--- config.mk ---
export PLATFORM = sky130hd
export DESIGN_NAME = mem_port_arbiter
export DESIGN_NICKNAME = d
export VERILOG_FILES = /design/src/rtl/mem_port_arbiter.sv
export SDC_FILE = /design/constraint.sdc
export NUM_CORES = 1
export LEC_CHECK = 0
export ABC_AREA = 1
export BUFFER_PORTS_ARGS = -buffer_cell sky130_fd_sc_hd__buf_2
export CORE_ASPECT_RATIO = 0.9
export CORE_MARGIN = 5
export CORE_UTILIZATION = 40
export DETAILED_ROUTE_END_ITERATION = 7
export PLACE_DENSITY = 0.71
export SETUP_SLACK_MARGIN = 0.1
export SLEW_MARGIN = 20
export SYNTH_ARGS = -nofsm -noshare
export SYNTH_HDL_FRONTEND = slang
export SYNTH_SLANG_ARGS = --single-unit
--- constraint.sdc ---
create_clock -name clk -period 1.8 [get_ports clk]
set_clock_uncertainty 0.1 [all_clocks]
set_input_delay 0 -clock clk [delete_from_list [all_inputs] [get_ports clk]]
set_output_delay 0 -clock clk [all_outputs]
set_load 0.05 [all_outputs]
--- src/rtl/mem_port_arbiter.sv ---
// Arbiter sharing one single-ported memory between instruction fetch (IF) and load/store (MEM).
// Optional performance counters are compiled in when MEMARB_PERF_EN is defined.
module mem_port_arbiter #(
    parameter int ADDR_W = 32,
    parameter int DATA_W = 32
) (
    input  logic              clk,
    input  logic              rst_n,
    input  logic              if_req,
    input  logic [ADDR_W-1:0] if_addr,
    input  logic              if_flush,
    output logic [DATA_W-1:0] if_rdata,
    output logic              if_done,
    output logic              if_stall,
    input  logic              d_req,
    input  logic              d_we,
    input  logic [ADDR_W-1:0] d_addr,
    input  logic [DATA_W-1:0] d_wdata,
    output logic [DATA_W-1:0] d_rdata,
    output logic              d_done,
    output logic              d_stall,
    output logic              m_valid,
    output logic              m_we,
    output logic [ADDR_W-1:0] m_addr,
    output logic [DATA_W-1:0] m_wdata,
    input  logic              m_ready,
    input  logic              m_rvalid,
    input  logic [DATA_W-1:0] m_rdata
`ifdef MEMARB_PERF_EN
    ,
    output logic [31:0]       perf_conflict_cnt,
    output logic [31:0]       perf_busy_cnt
`endif
);

    typedef enum logic [1:0] {
        S_IDLE  = 2'd0,
        S_ISSUE = 2'd1,
        S_WAIT  = 2'd2,
        S_DONE  = 2'd3
    } state_t;

    localparam logic OWN_I = 1'b0;
    localparam logic OWN_D = 1'b1;

    state_t            state_q, state_d;
    logic              owner_q, owner_d;
    logic              kill_q, kill_d;
    logic              m_valid_q, m_valid_d;
    logic              m_we_q, m_we_d;
    logic [ADDR_W-1:0] m_addr_q, m_addr_d;
    logic [DATA_W-1:0] m_wdata_q, m_wdata_d;
    logic [DATA_W-1:0] if_rdata_q, if_rdata_d;
    logic [DATA_W-1:0] d_rdata_q, d_rdata_d;
    logic              if_done_q, if_done_d;
    logic              d_done_q, d_done_d;
    logic              flush_hit_s;

    // Next-state and next-output computation for the transaction sequencer.
    always_comb begin
        state_d    = state_q;
        owner_d    = owner_q;
        kill_d     = kill_q;
        m_valid_d  = m_valid_q;
        m_we_d     = m_we_q;
        m_addr_d   = m_addr_q;
        m_wdata_d  = m_wdata_q;
        if_rdata_d = if_rdata_q;
        d_rdata_d  = d_rdata_q;
        if_done_d  = 1'b0;
        d_done_d   = 1'b0;
        flush_hit_s = if_flush & (owner_q == OWN_I);
        case (state_q)
            S_IDLE: begin
                kill_d = 1'b0;
                if (d_req) begin
                    owner_d   = OWN_D;
                    m_we_d    = d_we;
                    m_addr_d  = d_addr;
                    m_wdata_d = d_wdata;
                    m_valid_d = 1'b1;
                    state_d   = S_ISSUE;
                end else if (if_req) begin
                    owner_d   = OWN_I;
                    m_we_d    = 1'b0;
                    m_addr_d  = if_addr;
                    m_wdata_d = {DATA_W{1'b0}};
                    m_valid_d = 1'b1;
                    state_d   = S_ISSUE;
                end else begin
                    state_d = S_IDLE;
                end
            end
            S_ISSUE: begin
                // A flushed fetch still completes on the memory side; kill only hides the result.
                kill_d = kill_q | flush_hit_s;
                if (m_ready) begin
                    m_valid_d = 1'b0;
                    state_d   = S_WAIT;
                end else begin
                    state_d = S_ISSUE;
                end
            end
            S_WAIT: begin
                kill_d = kill_q | flush_hit_s;
                if (m_rvalid) begin
                    if (owner_q == OWN_I) begin
                        if (kill_q) begin
                            kill_d  = 1'b0;
                            state_d = S_IDLE;
                        end else begin
                            if_rdata_d = m_rdata;
                            if_done_d  = ~flush_hit_s;
                            state_d    = S_DONE;
                        end
                    end else begin
                        d_rdata_d = m_we_q ? d_rdata_q : m_rdata;
                        d_done_d  = 1'b1;
                        state_d   = S_DONE;
                    end
                end else begin
                    state_d = S_WAIT;
                end
            end
            S_DONE: begin
                kill_d  = 1'b0;
                state_d = S_IDLE;
            end
            default: begin
                kill_d    = 1'b0;
                m_valid_d = 1'b0;
                state_d   = S_IDLE;
            end
        endcase
    end

    // Sequencer state and registered outputs with synchronous reset.
    always_ff @(posedge clk) begin
        if (!rst_n) begin
            state_q    <= S_IDLE;
            owner_q    <= OWN_I;
            kill_q     <= 1'b0;
            m_valid_q  <= 1'b0;
            m_we_q     <= 1'b0;
            m_addr_q   <= {ADDR_W{1'b0}};
            m_wdata_q  <= {DATA_W{1'b0}};
            if_rdata_q <= {DATA_W{1'b0}};
            d_rdata_q  <= {DATA_W{1'b0}};
            if_done_q  <= 1'b0;
            d_done_q   <= 1'b0;
        end else begin
            state_q    <= state_d;
            owner_q    <= owner_d;
            kill_q     <= kill_d;
            m_valid_q  <= m_valid_d;
            m_we_q     <= m_we_d;
            m_addr_q   <= m_addr_d;
            m_wdata_q  <= m_wdata_d;
            if_rdata_q <= if_rdata_d;
            d_rdata_q  <= d_rdata_d;
            if_done_q  <= if_done_d;
            d_done_q   <= d_done_d;
        end
    end

    assign m_valid  = m_valid_q;
    assign m_we     = m_we_q;
    assign m_addr   = m_addr_q;
    assign m_wdata  = m_wdata_q;
    assign if_rdata = if_rdata_q;
    assign d_rdata  = d_rdata_q;
    // A redirect arriving during DONE still suppresses the fetch completion.
    assign if_done  = if_done_q & ~if_flush;
    assign d_done   = d_done_q;
    assign if_stall = if_req & ~if_done;
    assign d_stall  = d_req & ~d_done;

`ifdef MEMARB_PERF_EN
    logic [31:0] perf_conflict_q, perf_conflict_d;
    logic [31:0] perf_busy_q, perf_busy_d;

    // Counter increments; both wrap naturally at 2^32.
    always_comb begin
        perf_conflict_d = perf_conflict_q +
            (((state_q == S_IDLE) && if_req && d_req) ? 32'd1 : 32'd0);
        perf_busy_d = perf_busy_q + ((state_q != S_IDLE) ? 32'd1 : 32'd0);
    end

    // Performance counter registers.
    always_ff @(posedge clk) begin
        if (!rst_n) begin
            perf_conflict_q <= 32'd0;
            perf_busy_q     <= 32'd0;
        end else begin
            perf_conflict_q <= perf_conflict_d;
            perf_busy_q     <= perf_busy_d;
        end
    end

    assign perf_conflict_cnt = perf_conflict_q;
    assign perf_busy_cnt     = perf_busy_q;
`endif

endmodule
## Word-level counts from Yosys, hierarchy flattened

Index checks and enable logic that the tools add are counted.

- Bits in registers: 136
- Memories: 0
- Bits in latches: 0
- RAM bits: 0
- Bits in read-only memories: 0
- Input port bits: 136

- Reductions and logical operators: 10
- Shift-type cells: 0
- Add/sub/neg operators: 0
- Mux-type cells: 23
- Equal/unequal tests: 5
- Magnitude comparators: 0
- Bitwise gates (word level): 15
- Div/mod/pow operators: 0
- Multipliers: 0

Operators by type and width:

| operator | number |
|---|---|
| two-way mux 32 bit | 4 |
| two-way mux 1 bit | 12 |
| inverter 1 bit | 10 |
| two-way mux 2 bit | 4 |
| one-hot mux 2 bit (4 select lines) | 1 |
| AND reduction 4 bit | 2 |
| AND reduction 3 bit | 2 |
| OR reduction 5 bit | 1 |
| AND 1 bit | 4 |
| == test 2 bit (second input constant) | 2 |
| nonzero test 2 bit | 2 |
| != test 3 bit (second input constant) | 1 |
| one-hot mux 1 bit (3 select lines) | 1 |
| == test 2 x 1 -> 1 bit (second input constant) | 1 |
| zero test 2 bit | 1 |
| != test 2 bit (second input constant) | 1 |
| one-hot mux 1 bit (2 select lines) | 1 |
| AND reduction 2 bit | 1 |
| OR reduction 2 bit | 1 |
| bitwise OR 1 bit | 1 |

## Longest topological paths before layout

- Word-level depth: 7
- Mapped depth: 7
- Depth with buffers taken out: 6

## Worst setup path after synthesis

No wires, ideal clock.

- Path kind: reg2out
- Start point: register if_done_q
- End point: output if_stall
- Path buffers: 0
- Stages on the path, launching flop included: 4
- Arrival time: 1.439 ns
- Path slack: 0.261 ns
- Cell sequence: dfxtp_1 inv_1 nor2_1 nor2_1

- Cells in the longest elaborated chain, start to end: 3

RTL lines:

| element | line | text |
|---|---|---|
| start, declared | 55 | `logic if_done_q, if_done_d;` |
| start signal, assigned | 161 | `if_done_q <= if_done_d;` |
| AND 1 bit | 173 | `assign if_done = if_done_q & ~if_flush;` |
| named net if_done | 13 | `output logic if_done,` |
| inverter 1 bit | 175 | `assign if_stall = if_req & ~if_done;` |
| AND 1 bit | 175 |  |
| end, declared | 14 | `output logic if_stall,` |

The timed path passes the listed nets, and every way through them passes these cells.

## Worst setup path in the final report

- Start point: register owner_q
- End point: register if_done_q

- Cells in the longest elaborated chain, start to end: 3

RTL lines:

| element | line | text |
|---|---|---|
| start, declared | 47 | `logic owner_q, owner_d;` |
| start signal, assigned | 153 | `owner_q <= owner_d;` |
| inverter 1 bit (no source line) | n/a |  |
| AND 1 bit | 72 | `flush_hit_s = if_flush & (owner_q == OWN_I);` |
| inverter 1 bit | 113 | `if_done_d = ~flush_hit_s;` |

Parallel ways exist; a longest one is shown, timed or not.
A chain may end at the register's enable or synchronous reset.

==> impl_metrics.env <==
export IMPL_ys_seq_area_share_pct=48.0
export IMPL_cp_start_kind="register"
export IMPL_yosysTopAreaCell="dfxtp_1"
export IMPL_hold_path_depth=4
export IMPL_antenna_cells=0
export IMPL_p_leak_nw=4.81
export IMPL_yosysUniqueCellTypes=17
export IMPL_hold_class="input pin to register"
export IMPL_cts_setup_buffers=0
export IMPL_dr_pass1_iters=7
export IMPL_post_route_min_period_ns=1.55
export IMPL_clkTransAtPathRegs_ns=0.06
export IMPL_core_area_sq_um=14000
export IMPL_max_slew_worst_pin_slew_ns=0.618
export IMPL_worst_skew_pair_late_latency_ns=0.40
export IMPL_slew_viol_final=0
export IMPL_areaGrowthSynthToFinish_pct=60.6
export IMPL_vias=6479
export IMPL_synth_edf_count=0
export IMPL_syn_avg_cell_area_sq_um=6.51
export IMPL_end_kind="register"
export IMPL_reg2regPathDepth=4
export IMPL_critPathKind="register to register"
export IMPL_synth_warnings=0
export IMPL_grt_overflow=0
export IMPL_final_nets=1395
export IMPL_cts_sinks=136
export IMPL_cp_num_buf_inv=2
export IMPL_worst_slack_ns=0.254
export IMPL_required_ns=2.04
export IMPL_ys_top_cells_by_area="dfxtp_1, nand2_1, nor2_1"
export IMPL_hold_viol_final=0
export IMPL_rows=41
export IMPL_clock_fmax_mhz=647
export IMPL_io_pins=270
export IMPL_die_w_um=136
export IMPL_cp_top_family="buffers and inverters"
export IMPL_max_slew_margin_pct=58.8
export IMPL_synth_flop_cell="dfxtp_1"
export IMPL_maxCapViolations=0
export IMPL_cts_buffers=17
export IMPL_routedWlPerCell_um=12.6
export IMPL_hpwl_um=11400
export IMPL_grt_max_degree=99
export IMPL_yosysTopAreaCellShare_pct=48.0
export IMPL_start_util_pct=40.7
export IMPL_synthArstFlopShare_pct=0
export IMPL_crit_fanout=5
export IMPL_ant_nets=0
export IMPL_h_tree_depth=4
export IMPL_dp_worst_setup_slack_ns=0.434
export IMPL_clk_path_buf_depth=2
export IMPL_powerDensity_nw_per_um2=981
export IMPL_syn_area_sq_um=5680
export IMPL_antenna_found_initial=0
export IMPL_crit_slowest_cell="dlygate4sd3_1"
export IMPL_viasPerCell=4.43
export IMPL_root_buffer="clkbuf_16"
export IMPL_setup_tns_final_ns=0
export IMPL_finalCritPeriodShare_pct=85.9
export IMPL_peakVddDrop_uv=743
export IMPL_die_area_sq_um=16700
export IMPL_place_gp_congestion=0.823
export IMPL_critPathMaxStageDelay_ns=0.59
export IMPL_synth_most_common_cell="nand2_1"
export IMPL_grt_pass1_vias=6134
export IMPL_crit_chain="inv_1 > nand2_1 > nor4_1 > dlygate4sd3_1"
export IMPL_rsz0062_at_grt="no"
export IMPL_grt_pass1_wl_um=29400
export IMPL_io_buffers=269
export IMPL_ys_ff_latch=136
export IMPL_setup_viol=0
export IMPL_synth_nets=1008
export IMPL_status="completed"
export IMPL_drcViolationCount=0
export IMPL_tritoncts="done"
export IMPL_worstPathArrival_ns=1.79
export IMPL_final_layout_size_suffix_gt1_share_pct=24.8
export IMPL_routed_wl_um=18500
export IMPL_netlist_top_cells_count="nand2_1, nor2_1, dfxtp_1"
export IMPL_rrSetupSlack_ns=0.25
export IMPL_grt_use_total_pct=22.0
export IMPL_synthCells=872
export IMPL_dr_first_iter_drc_count=298
export IMPL_dieHeight_um=123
export IMPL_cp_num_cells=4
export IMPL_total_power_mw=8.95
cells in the final DEF, fill, tap and decap left out, types with 2 or more instances in the layout:
master and n:
a21oi_1 37, clkbuf_1 3, dlygate4sd3_1 135, inv_2 2, nor2_1 198, nor2_4 3, buf_12 6, dfxtp_1 136
inv_1 74, clkinv_2 2, nand2_1 366, clkbuf_8 2, clkbuf_16 17, bufinv_16 4, buf_2 269, nand3_1 4
buf_4 5
report_power, final:
group	switching [mW]	internal, mW	leakage [nW]	total (mW)
logic	1.34	0.701	3.40	2.04
registers	0.0971	3.20	1.11	3.30
clock network	1.23	2.37	0.296	3.60
worst register-to-register path: cells and delay by family (launching register included):
| kind | cells | cell delay, ns |
|---|---|---|
| flip-flops | 1 | 0.32 |
| AND/OR/NAND/NOR | 2 | 0.37 |
| buffers and inverters | 2 | 0.71 |
per-layer routing:
| layer | wire length (um) | up-vias | track usage (%) |
|---|---|---|---|
| met2 | 9320 | 231 | 38.5 |
| met1 | 7310 | 2863 | 24.7 |
| met4 | 564 | 0 | 9.51 |
| met5 | 0 | - | 0 |
| met3 | 1260 | 46 | 7.00 |
| li1 | - | 3339 | - |
state kept, by name, summed over array words and instances, names as in the netlist:
register	flops
d_done	1
m_we	1
owner_q	1
m_addr	32
m_wdata	32
d_rdata	32
if_rdata	32
if_done_q	1
kill_q	1
m_valid	1
state_q	2
kinds of logic after synthesis:
kind of cell           share of synthesized area [%]
AND/OR/NAND/NOR                                 38.7
flip-flops                                      48.0
buffers and inverters                           9.79
AO/OA/AOI/OAI                                   3.55
stage by stage:
step                hold slack, ns  util [%]  instance area, sq um  std cells
finish                      0.0419      65.3                  9110       1463
global route                0.0556      65.3                  9110       1463
CTS                         0.0293      65.3                  9110       1463
detailed placement           0.113      51.2                  7150       1298
global placement             0.118      51.2                  7150       1298
floorplan                  -0.0215         -                  5680        872
cell type report:
| class | instances | area (sq um) |
|---|---|---|
| multi-input combinational | 613 | 2400 |
| clock inverter | 8 | 146 |
| sequential | 136 | 2720 |
| clock buffer | 22 | 464 |
| timing repair buffer | 415 | 2860 |
| inverter | 76 | 285 |
| tap | 193 | 241 |
| fill | 1181 | 4840 |
final timing paths:
check,from,end
min reg2reg,m_wdata[9]$_SDFFE_PN0P_,m_wdata[9]$_SDFFE_PN0P_
min,rst_n,if_rdata[13]$_SDFFE_PN0P_
max reg2reg,owner_q$_SDFFE_PN0P_,if_done_q$_SDFF_PP0_
max,owner_q$_SDFFE_PN0P_,if_done_q$_SDFF_PP0_
what timing repair did:
action                                 4_1_cts  5_1_grt
endpoints found under the hold margin      135        0
gates resized for setup                      0        1
hold buffers                               135        0
setup endpoints to repair                    0        1
Note: power is estimated with default switching activity, not from simulation.
